==> src/rtl/base_unpack_if.sv <==
// Packed-beat input stream and single-item output stream of base_unpack.
// slave = unpacker view, master = producer/consumer view.
interface base_unpack_if #(
  parameter int width    = 1,
  parameter int ewidth   = 1,
  parameter int ni       = 4,
  parameter int ni_width = $clog2(ni + 1)
);
  // Both streams: a beat transfers on a rising edge where valid and ready are
  // both 1; a source holds its beat stable while valid=1 and ready=0.
  logic                  i_r;
  logic                  i_v;
  logic [ni_width-1:0]   i_nv;
  logic [ni*width-1:0]   i_d;
  logic                  i_e;
  logic [ewidth-1:0]     i_ed;
  logic                  o_r;
  logic                  o_v;
  logic [width-1:0]      o_d;
  logic                  o_e;
  logic [ewidth-1:0]     o_ed;
  logic                  o_last;

  modport slave (
    output i_r, o_v, o_d, o_e, o_ed, o_last,
    input  i_v, i_nv, i_d, i_e, i_ed, o_r
  );

  modport master (
    input  i_r, o_v, o_d, o_e, o_ed, o_last,
    output i_v, i_nv, i_d, i_e, i_ed, o_r
  );
endinterface

==> src/rtl/base_unpack.sv <==
// Unpacks beats of up to ni items into a one-item-per-cycle stream, forwarding end markers.
// Optional macro BASE_UNPACK_BYPASS_EN: 0-cycle latency path from input when the register is empty.
module base_unpack #(
  parameter int width    = 1,
  parameter int ewidth   = 1,
  parameter int ni       = 4,
  parameter int ni_width = $clog2(ni + 1)
) (
  input  logic         clk,
  input  logic         reset,
  base_unpack_if.slave bus
);
  localparam int ptr_width = (ni > 1) ? $clog2(ni) : 1;

  logic                 r_h_v;
  logic [ni*width-1:0]  r_h_d;
  logic [ni_width-1:0]  r_h_nv;
  logic                 r_h_e;
  logic [ewidth-1:0]    r_h_ed;
  logic [ptr_width-1:0] r_h_idx;

  logic [ni_width-1:0]  w_in_nv;
  logic                 w_zero;
  logic [width-1:0]     w_reg_item;
  logic                 w_reg_last;
  logic                 w_h_done;
  logic                 w_accept;
  logic                 w_byp;
  logic                 w_pass;
  logic                 w_load;
  logic                 w_i_r;
  logic                 w_o_v;
  logic [width-1:0]     w_o_d;
  logic                 w_o_e;
  logic [ewidth-1:0]    w_o_ed;
  logic                 w_o_last;

  // Illegal counts above ni are treated as a full beat.
  assign w_in_nv = (bus.i_nv > ni_width'(ni)) ? ni_width'(ni) : bus.i_nv;
  assign w_zero  = !bus.i_e && (bus.i_nv == '0);

  always_comb begin
    w_reg_item = '0;
    for (int k = 0; k < ni; k++) begin
      if (r_h_idx == ptr_width'(k)) w_reg_item = r_h_d[k*width +: width];
    end
  end

  assign w_reg_last = r_h_e || (ni_width'(r_h_idx) == (r_h_nv - ni_width'(1)));
  assign w_h_done   = r_h_v && bus.o_r && w_reg_last;
  assign w_i_r      = !r_h_v || w_h_done;
  assign w_accept   = bus.i_v && w_i_r;

`ifdef BASE_UNPACK_BYPASS_EN
  // Empty register and a ready consumer: item 0 leaves straight from the input.
  assign w_byp = !r_h_v && bus.o_r;
`else
  assign w_byp = 1'b0;
`endif
  assign w_pass = w_byp && (bus.i_e || (w_in_nv == ni_width'(1)));
  assign w_load = w_accept && !w_zero && !w_pass;

  always_comb begin
    w_o_v    = 1'b0;
    w_o_d    = '0;
    w_o_e    = 1'b0;
    w_o_ed   = '0;
    w_o_last = 1'b0;
    if (r_h_v) begin
      w_o_v    = 1'b1;
      w_o_e    = r_h_e;
      w_o_ed   = r_h_e ? r_h_ed : '0;
      w_o_d    = r_h_e ? '0 : w_reg_item;
      w_o_last = w_reg_last;
    end
`ifdef BASE_UNPACK_BYPASS_EN
    else if (bus.i_v && !w_zero) begin
      w_o_v    = 1'b1;
      w_o_e    = bus.i_e;
      w_o_ed   = bus.i_e ? bus.i_ed : '0;
      w_o_d    = bus.i_e ? '0 : bus.i_d[width-1:0];
      w_o_last = bus.i_e || (w_in_nv == ni_width'(1));
    end
`endif
  end

  assign bus.i_r    = w_i_r;
  assign bus.o_v    = w_o_v;
  assign bus.o_d    = w_o_d;
  assign bus.o_e    = w_o_e;
  assign bus.o_ed   = w_o_ed;
  assign bus.o_last = w_o_last;

  always_ff @(posedge clk or negedge reset) begin
    if (!reset) begin
      r_h_v   <= 1'b0;
      r_h_d   <= '0;
      r_h_nv  <= '0;
      r_h_e   <= 1'b0;
      r_h_ed  <= '0;
      r_h_idx <= '0;
    end else if (w_load) begin
      // A new beat may replace one finishing on this same edge.
      r_h_v   <= 1'b1;
      r_h_d   <= bus.i_d;
      r_h_nv  <= bus.i_e ? '0 : w_in_nv;
      r_h_e   <= bus.i_e;
      r_h_ed  <= bus.i_ed;
      r_h_idx <= w_byp ? ptr_width'(1) : '0;
    end else if (w_h_done) begin
      r_h_v   <= 1'b0;
      r_h_idx <= '0;
    end else if (r_h_v && bus.o_r) begin
      r_h_idx <= r_h_idx + ptr_width'(1);
    end
  end
endmodule

==> src/flat_wrapper.sv <==
// flat-port wrapper written by rule: the top's interface ports become plain ports
module base_unpack_flat 
#(
  parameter int width    = 1,
  parameter int ewidth   = 1,
  parameter int ni       = 4,
  parameter int ni_width = $clog2(ni + 1)
)
  (clk, reset, bus_i_r, bus_o_v, bus_o_d, bus_o_e, bus_o_ed, bus_o_last, bus_i_v, bus_i_nv, bus_i_d, bus_i_e, bus_i_ed, bus_o_r);
  base_unpack_if #(.width(width), .ewidth(ewidth), .ni(ni), .ni_width(ni_width)) bus_i ();
  input  logic clk;
  input  logic reset;
  output wire logic [$bits(bus_i.i_r)-1:0] bus_i_r;
  output wire logic [$bits(bus_i.o_v)-1:0] bus_o_v;
  output wire logic [$bits(bus_i.o_d)-1:0] bus_o_d;
  output wire logic [$bits(bus_i.o_e)-1:0] bus_o_e;
  output wire logic [$bits(bus_i.o_ed)-1:0] bus_o_ed;
  output wire logic [$bits(bus_i.o_last)-1:0] bus_o_last;
  input wire logic [$bits(bus_i.i_v)-1:0] bus_i_v;
  input wire logic [$bits(bus_i.i_nv)-1:0] bus_i_nv;
  input wire logic [$bits(bus_i.i_d)-1:0] bus_i_d;
  input wire logic [$bits(bus_i.i_e)-1:0] bus_i_e;
  input wire logic [$bits(bus_i.i_ed)-1:0] bus_i_ed;
  input wire logic [$bits(bus_i.o_r)-1:0] bus_o_r;
  assign bus_i_r = bus_i.i_r;
  assign bus_o_v = bus_i.o_v;
  assign bus_o_d = bus_i.o_d;
  assign bus_o_e = bus_i.o_e;
  assign bus_o_ed = bus_i.o_ed;
  assign bus_o_last = bus_i.o_last;
  assign bus_i.i_v = bus_i_v;
  assign bus_i.i_nv = bus_i_nv;
  assign bus_i.i_d = bus_i_d;
  assign bus_i.i_e = bus_i_e;
  assign bus_i.i_ed = bus_i_ed;
  assign bus_i.o_r = bus_o_r;
  base_unpack #(.width(width), .ewidth(ewidth), .ni(ni), .ni_width(ni_width)) u_core (.clk(clk), .reset(reset), .bus(bus_i));
endmodule
==> config.mk <==
export PLATFORM = sky130hd
export DESIGN_NAME = base_unpack_flat
export DESIGN_NICKNAME = d
export VERILOG_FILES = /design/src/rtl/base_unpack_if.sv /design/src/rtl/base_unpack.sv /design/src/flat_wrapper.sv
export SDC_FILE = /design/constraint.sdc
export NUM_CORES = 1
export LEC_CHECK = 0
export ABC_AREA = 1
export CAP_MARGIN = 20
export CELL_PAD_IN_SITES_DETAIL_PLACEMENT = 1
export CELL_PAD_IN_SITES_GLOBAL_PLACEMENT = 1
export CORE_MARGIN = 4
export CORE_UTILIZATION = 37
export CTS_CLUSTER_DIAMETER = 30
export DETAILED_ROUTE_END_ITERATION = 8
export MAX_ROUTING_LAYER = met4
export PLACE_DENSITY_LB_ADDON = 0.1
export SLEW_MARGIN = 20
export SYNTH_ARGS = -nofsm -noshare
export SYNTH_HDL_FRONTEND = slang
export SYNTH_SLANG_ARGS = --single-unit
==> constraint.sdc <==
create_clock -name clk -period 4.7 [get_ports clk]
set_input_delay 0.94 -clock clk [delete_from_list [all_inputs] [get_ports clk]]
set_output_delay 0.94 -clock clk [all_outputs]
set_load 0.05 [all_outputs]
==> metrics.txt <==
status finished, final reports clean; CORE AREA 2002 µm²; commonest cells after routing, fill and taps aside nand2_1 (29), clkdlybuf4s50_1 (18), inv_1 (15); Synth area leader dfrtp_1; largest net degree at the start of global routing 13; CP Buf/Inv Count 3; Port Buffer Count 18; Mean Syn Cell Area 7.962 µm²; die width between 50 and 60 µm; Worst Skew 6.407 ps; Lkg Pwr 0.5168 nW; slew at the pin closest to its max-slew limit ~570 ps; Hold Crit Class reg2reg; Fin Setup TNS 0 ps; post-synth top area share 38.10%; max incr delay on CP 840 ps; library cells used by synthesis 19; met1 GRT Util 19.02%; Final setup viols 0; Fin Hold WS ~480 ps; detailed-route DRC error count 0; Relative slew margins 61.99%; gpl congestion ~0.73; Area contributors post-synth dfrtp_1 (38%), nand2_1 (14%), nand3_2 (11%), ha_1 (7.9%), inv_1 (7.1%); share of cells above drive strength 1 17.50%; GRT Total Usage 16.90%; most common cell after layout, fill and taps aside nand2_1; crit path cell chain clkdlybuf4s50_1, nand2_1, inv_1, nand2_2, nand2_4, clkdlybuf4s50_1; initial DRC count 4; Max Freq 0.2751 GHz; sequential cell area fraction in the yosys report about two fifths; PwrDens 646.3 nW/µm²; initial core utilization 39.38%; Worst VDD drop 0.3382 mV; Worst EP arrival 2700 ps; Num CTS Buffers 3; Post-CTS Setup Inserts 0; # clock sinks 12; clk buf depth 2; critical-path maximum fanout 12; Util after Layout 50.88%; die height roughly 54 µm; vias in the first global route 774; CP Class in2out; Critical Path RT 3760 ps; Rows 16; Synth Warn # 0; Clk Latency, worst-skew pair 280 ps; cts hold-fix bufs 0; crit-path most repeated cell clkdlybuf4s50_1; Final Slew Violations 0; Routed WL per cell 12.55 µm; post-DP HPWL around 1500 µm; Worst-path clk slew 80 ps; post_cts resized 0; Routed Antenna Nets 0; die area approximately 3000 µm²; Final nets 139; busiest grt layer met2; Final min period 3635 ps; met3 Use GR 1.662%; max-cap viol count 0; crit path launch type input port; Mapped Nets about 120; met2 usage approximately 29%; CP delay by family, top buffers and inverters; diode count 0; Placed Cells 143; Crit. End Element primary output; synthesized area 788.3 µm²; RSZ-0062 raised after global routing no; TritonCTS clock tree yes; Final Non-Filler Cells 147; synthesis-stage register bit count 12; first-pass GRT wire length 3463 µm; DR vias/cell about 4.8; initial antenna violation count 0; Final Hold Fails 0; Period Utilization, post-route ~77%; CP max-delay cell clkdlybuf4s50_1; total number of vias 700; final wirelength 1845 µm; Cells after Synth 99; grt total ovfl 0; H-tree Lvls 1; I/O pins 19; Layout Area Growth over Synthesis 29.21%; TritonRoute pass-1 iters 4; Root Driver clkbuf_4
Yosys cell counts (all sizes together):
cell	n
nand2	33
inv	18
dfrtp	12
nand3	11
nor2	9
ha	5
a21oi	4
o21ai	2
buf	1
nand4	1
o211ai	1
o31ai	1
xnor2	1
per-layer routing:
layer / vias up / share of wire, %
li1: 346 / -
met1: 333 / 43
met2: 16 / 51
met3: 5 / 3.0
met4: 0 / 3.0
met5: - / 0
cell families (layout without fill, tap and decap cells):
family                     Yosys count  in the layout  synth area share [%]
AOI/OAI and AO/OA                    8              8                 5.715
DFF                                 12             12                 38.10
xor gates and xnor gates             1              1                 1.111
adders and majority gates            5              5                 7.937
buffers and inverters               19             40                 11.43
and+or+nand+nor                     54             54                 35.72
registers in the layout (all words and copies together), names as in the netlist:
name / cells
u_core.r_h_d: 4
u_core.r_h_e: 1
u_core.r_h_ed: 1
u_core.r_h_idx: 2
u_core.r_h_nv: 3
u_core.r_h_v: 1
power by group:
part	internal (W)	switching [W]
logic	0.000136	0.000250
registers	0.000148	0.0000390
clock network	0.0000472	0.0000384
total	0.000331	0.000327
area by class of cell:
cell class                      count  area [µm²]
Inverter                           18       70.07
Fill cell                         257       983.4
Tap cell                           27       33.78
Multi-Input combinational cell     68       397.9
Sequential cell                    12       300.3
Clock buffer                        4       36.28
Timing Repair Buffer               18       180.2
worst min-delay path, stage by stage (launching register included):
cell and delay (ps):
dfrtp_1 350, nand2_1 50, nand2_1 50
stage by stage:
step / power [W] / setup slack (ps) / cell area, µm²
after global placement: 0.0005661 / 1091 / 982.2
final: 0.0006583 / 1065 / 1018
after floorplan: 0.0004843 / 2023 / 788.3
after CTS: 0.0006700 / 1050 / 1018
after global routing: 0.0007242 / 955.5 / 1018
after detailed placement: 0.0005792 / 1061 / 982.2
final timing paths:
kind	start	end	slack, ps	depth (start not counted)
min in group asynchronous	reset	u_core.r_h_idx[1]	1010	1
worst min register to register	u_core.r_h_d[3]	u_core.r_h_d[3]	480	2
max in group asynchronous	reset	u_core.r_h_d[3]	3310	1
worst min-delay path	u_core.r_h_d[3]	u_core.r_h_d[3]	480	2
worst max register to register	u_core.r_h_nv[0]	u_core.r_h_ed	2880	12
worst max-delay path	bus_o_r	bus_i_r	1060	6
(Power assumes the default switching activity.)
==> variant (same flow settings) <==
Add a define of `BASE_UNPACK_BYPASS_EN`.
--- a/src/rtl/base_unpack.sv
+++ b/src/rtl/base_unpack.sv
@@ -1,5 +1,7 @@
 // Unpacks beats of up to ni items into a one-item-per-cycle stream, forwarding end markers.
 // Optional macro BASE_UNPACK_BYPASS_EN: 0-cycle latency path from input when the register is empty.
+`define BASE_UNPACK_BYPASS_EN
+
 module base_unpack #(
   parameter int width    = 1,
   parameter int ewidth   = 1,
Formal check against the unedited RTL: not equivalent (a bounded check fails within 4 cycles, from zero or initial values and one cycle with reset low).
==> variant against the original RTL <==
Non-clock buffer count unchanged. Sequential power rose by 4%. Combinational power rose by 20%. Routed wire length up 14%. Synthesized cell count grew 10%. Worst hold slack improved by 0.0087 ns. Critical endpoint is now bus_o_last. Total power rose by 13%. Area after synthesis up 8.9%. Design area up 5.9%. Setup slack worse by 0.17 ns. Largest cell class unchanged. First-iteration DRC count rose to 2.8 times the old value. Sequential cell count stayed put.
==> variant: results <==
group,metric,value,unit
status,status,"finished clean",
place,gp_congestion,0.702,
worst_setup_path,critical_path.startpoint,"bus_i_e",
layout,multi_input_cells,78,
layout,top_register,"u_core.r_h_d",
global_route,met1_usage,0.186,
place,post-place-ws,0.882,ns
global_route,grt_first_pass_wirelength,3590,um
worst_setup_path,endpoint,"bus_o_last",
worst_setup_path,cp_max_fo,3,
pwr,power.leakage,0.539,nW
worst_setup_path,r2r-end,"u_core.r_h_d[3]",
logic_synthesis,synth_area_per_cell,7.87,um^2
routing,wl_met2,1080,um
logic_synthesis,yosysUniqueCellTypes,23,
routing,vias_per_cell,4.82,
sta,max_clock_freq,0.263,GHz
routing,wl_met3,67,um
clocking,clk_latency,0.28,ns
layout,inv_count,17,
place,post-place-cells,153,
place,hpwl,1690,um
worst_setup_path,reg2reg_depth,13,
layout,seq_cells,12,
pwr,power_density,691,mW/mm^2
sta,relSlewSlack,0.599,
worst_setup_path,rrSetupSlack,3.01,ns
routing,drt_first_pass_iters,3,
routing,drt_iter0_markers,11,
logic_synthesis,synthXorXnorAreaFrac,0.0102,
layout,nonClockBufferCount,18,
place,dpl_cell_area,0.00104,mm^2
logic_synthesis,synth_compound_area_frac,0.120,
global_route,grt_pass1_vias,784,
logic_synthesis,syn-num-nets,127,
routing,met1_length,950,um
layout,buf_share,0.167,
layout,clk_share,0.0336,
layout,multi_input_area_share,0.416,
sta,skew,0.00205,ns
worst_setup_path,crit_arrival,2.86,ns
global_route,met3_usage,0.0255,
pwr,clk-power,0.0870,mW
logic_synthesis,synthTopCellsByArea,"dfrtp_1 35%, nand2_1 17%, ha_1 7.3%",
clocking,clockBufferDepth,2,
routing,routed_wl,2110,um
global_route,met2_usage,0.249,
logic_synthesis,yosysSeqAreaShare,0.350,
layout,instances_no_fill,157,
pwr,peakVddDrop,0.303,mV
logic_synthesis,synth-adder-area-share,0.0729,
floorplan,die_area,0.00315,mm^2
layout,finalInstanceArea,0.00108,mm^2
layout,layout-drive-gt1-share,0.155,
layout,fillers,296,
pwr,power_sequential,0.195,mW
pwr,power_switching,0.373,mW
-- variant: changes by cell type after synthesis, sizes merged, moves of 2 or more --
cell and change:
nor2 -5, inv -2, o21ai +10, nand2 +11
nand3 -5, a21oi -2
-- variant: how the worst min path moves through the flow --
stage	from	endpoint	slack [ns]
final	u_core.r_h_nv[1]	u_core.r_h_nv[1]	0.49
after global routing	u_core.r_h_nv[1]	u_core.r_h_nv[1]	0.52
after detailed placement	u_core.r_h_nv[1]	u_core.r_h_nv[1]	0.47
after global placement	u_core.r_h_d[1]	u_core.r_h_d[1]	0.46
after floorplan	u_core.r_h_d[1]	u_core.r_h_d[1]	0.45
after CTS	u_core.r_h_nv[1]	u_core.r_h_nv[1]	0.49
-- variant: kinds of logic after synthesis --
group           Yosys count
fa+ha+maj                 5
simple gates             56
flops                    12
compound gates           16
xor+xnor                  1
buf+inv                  19
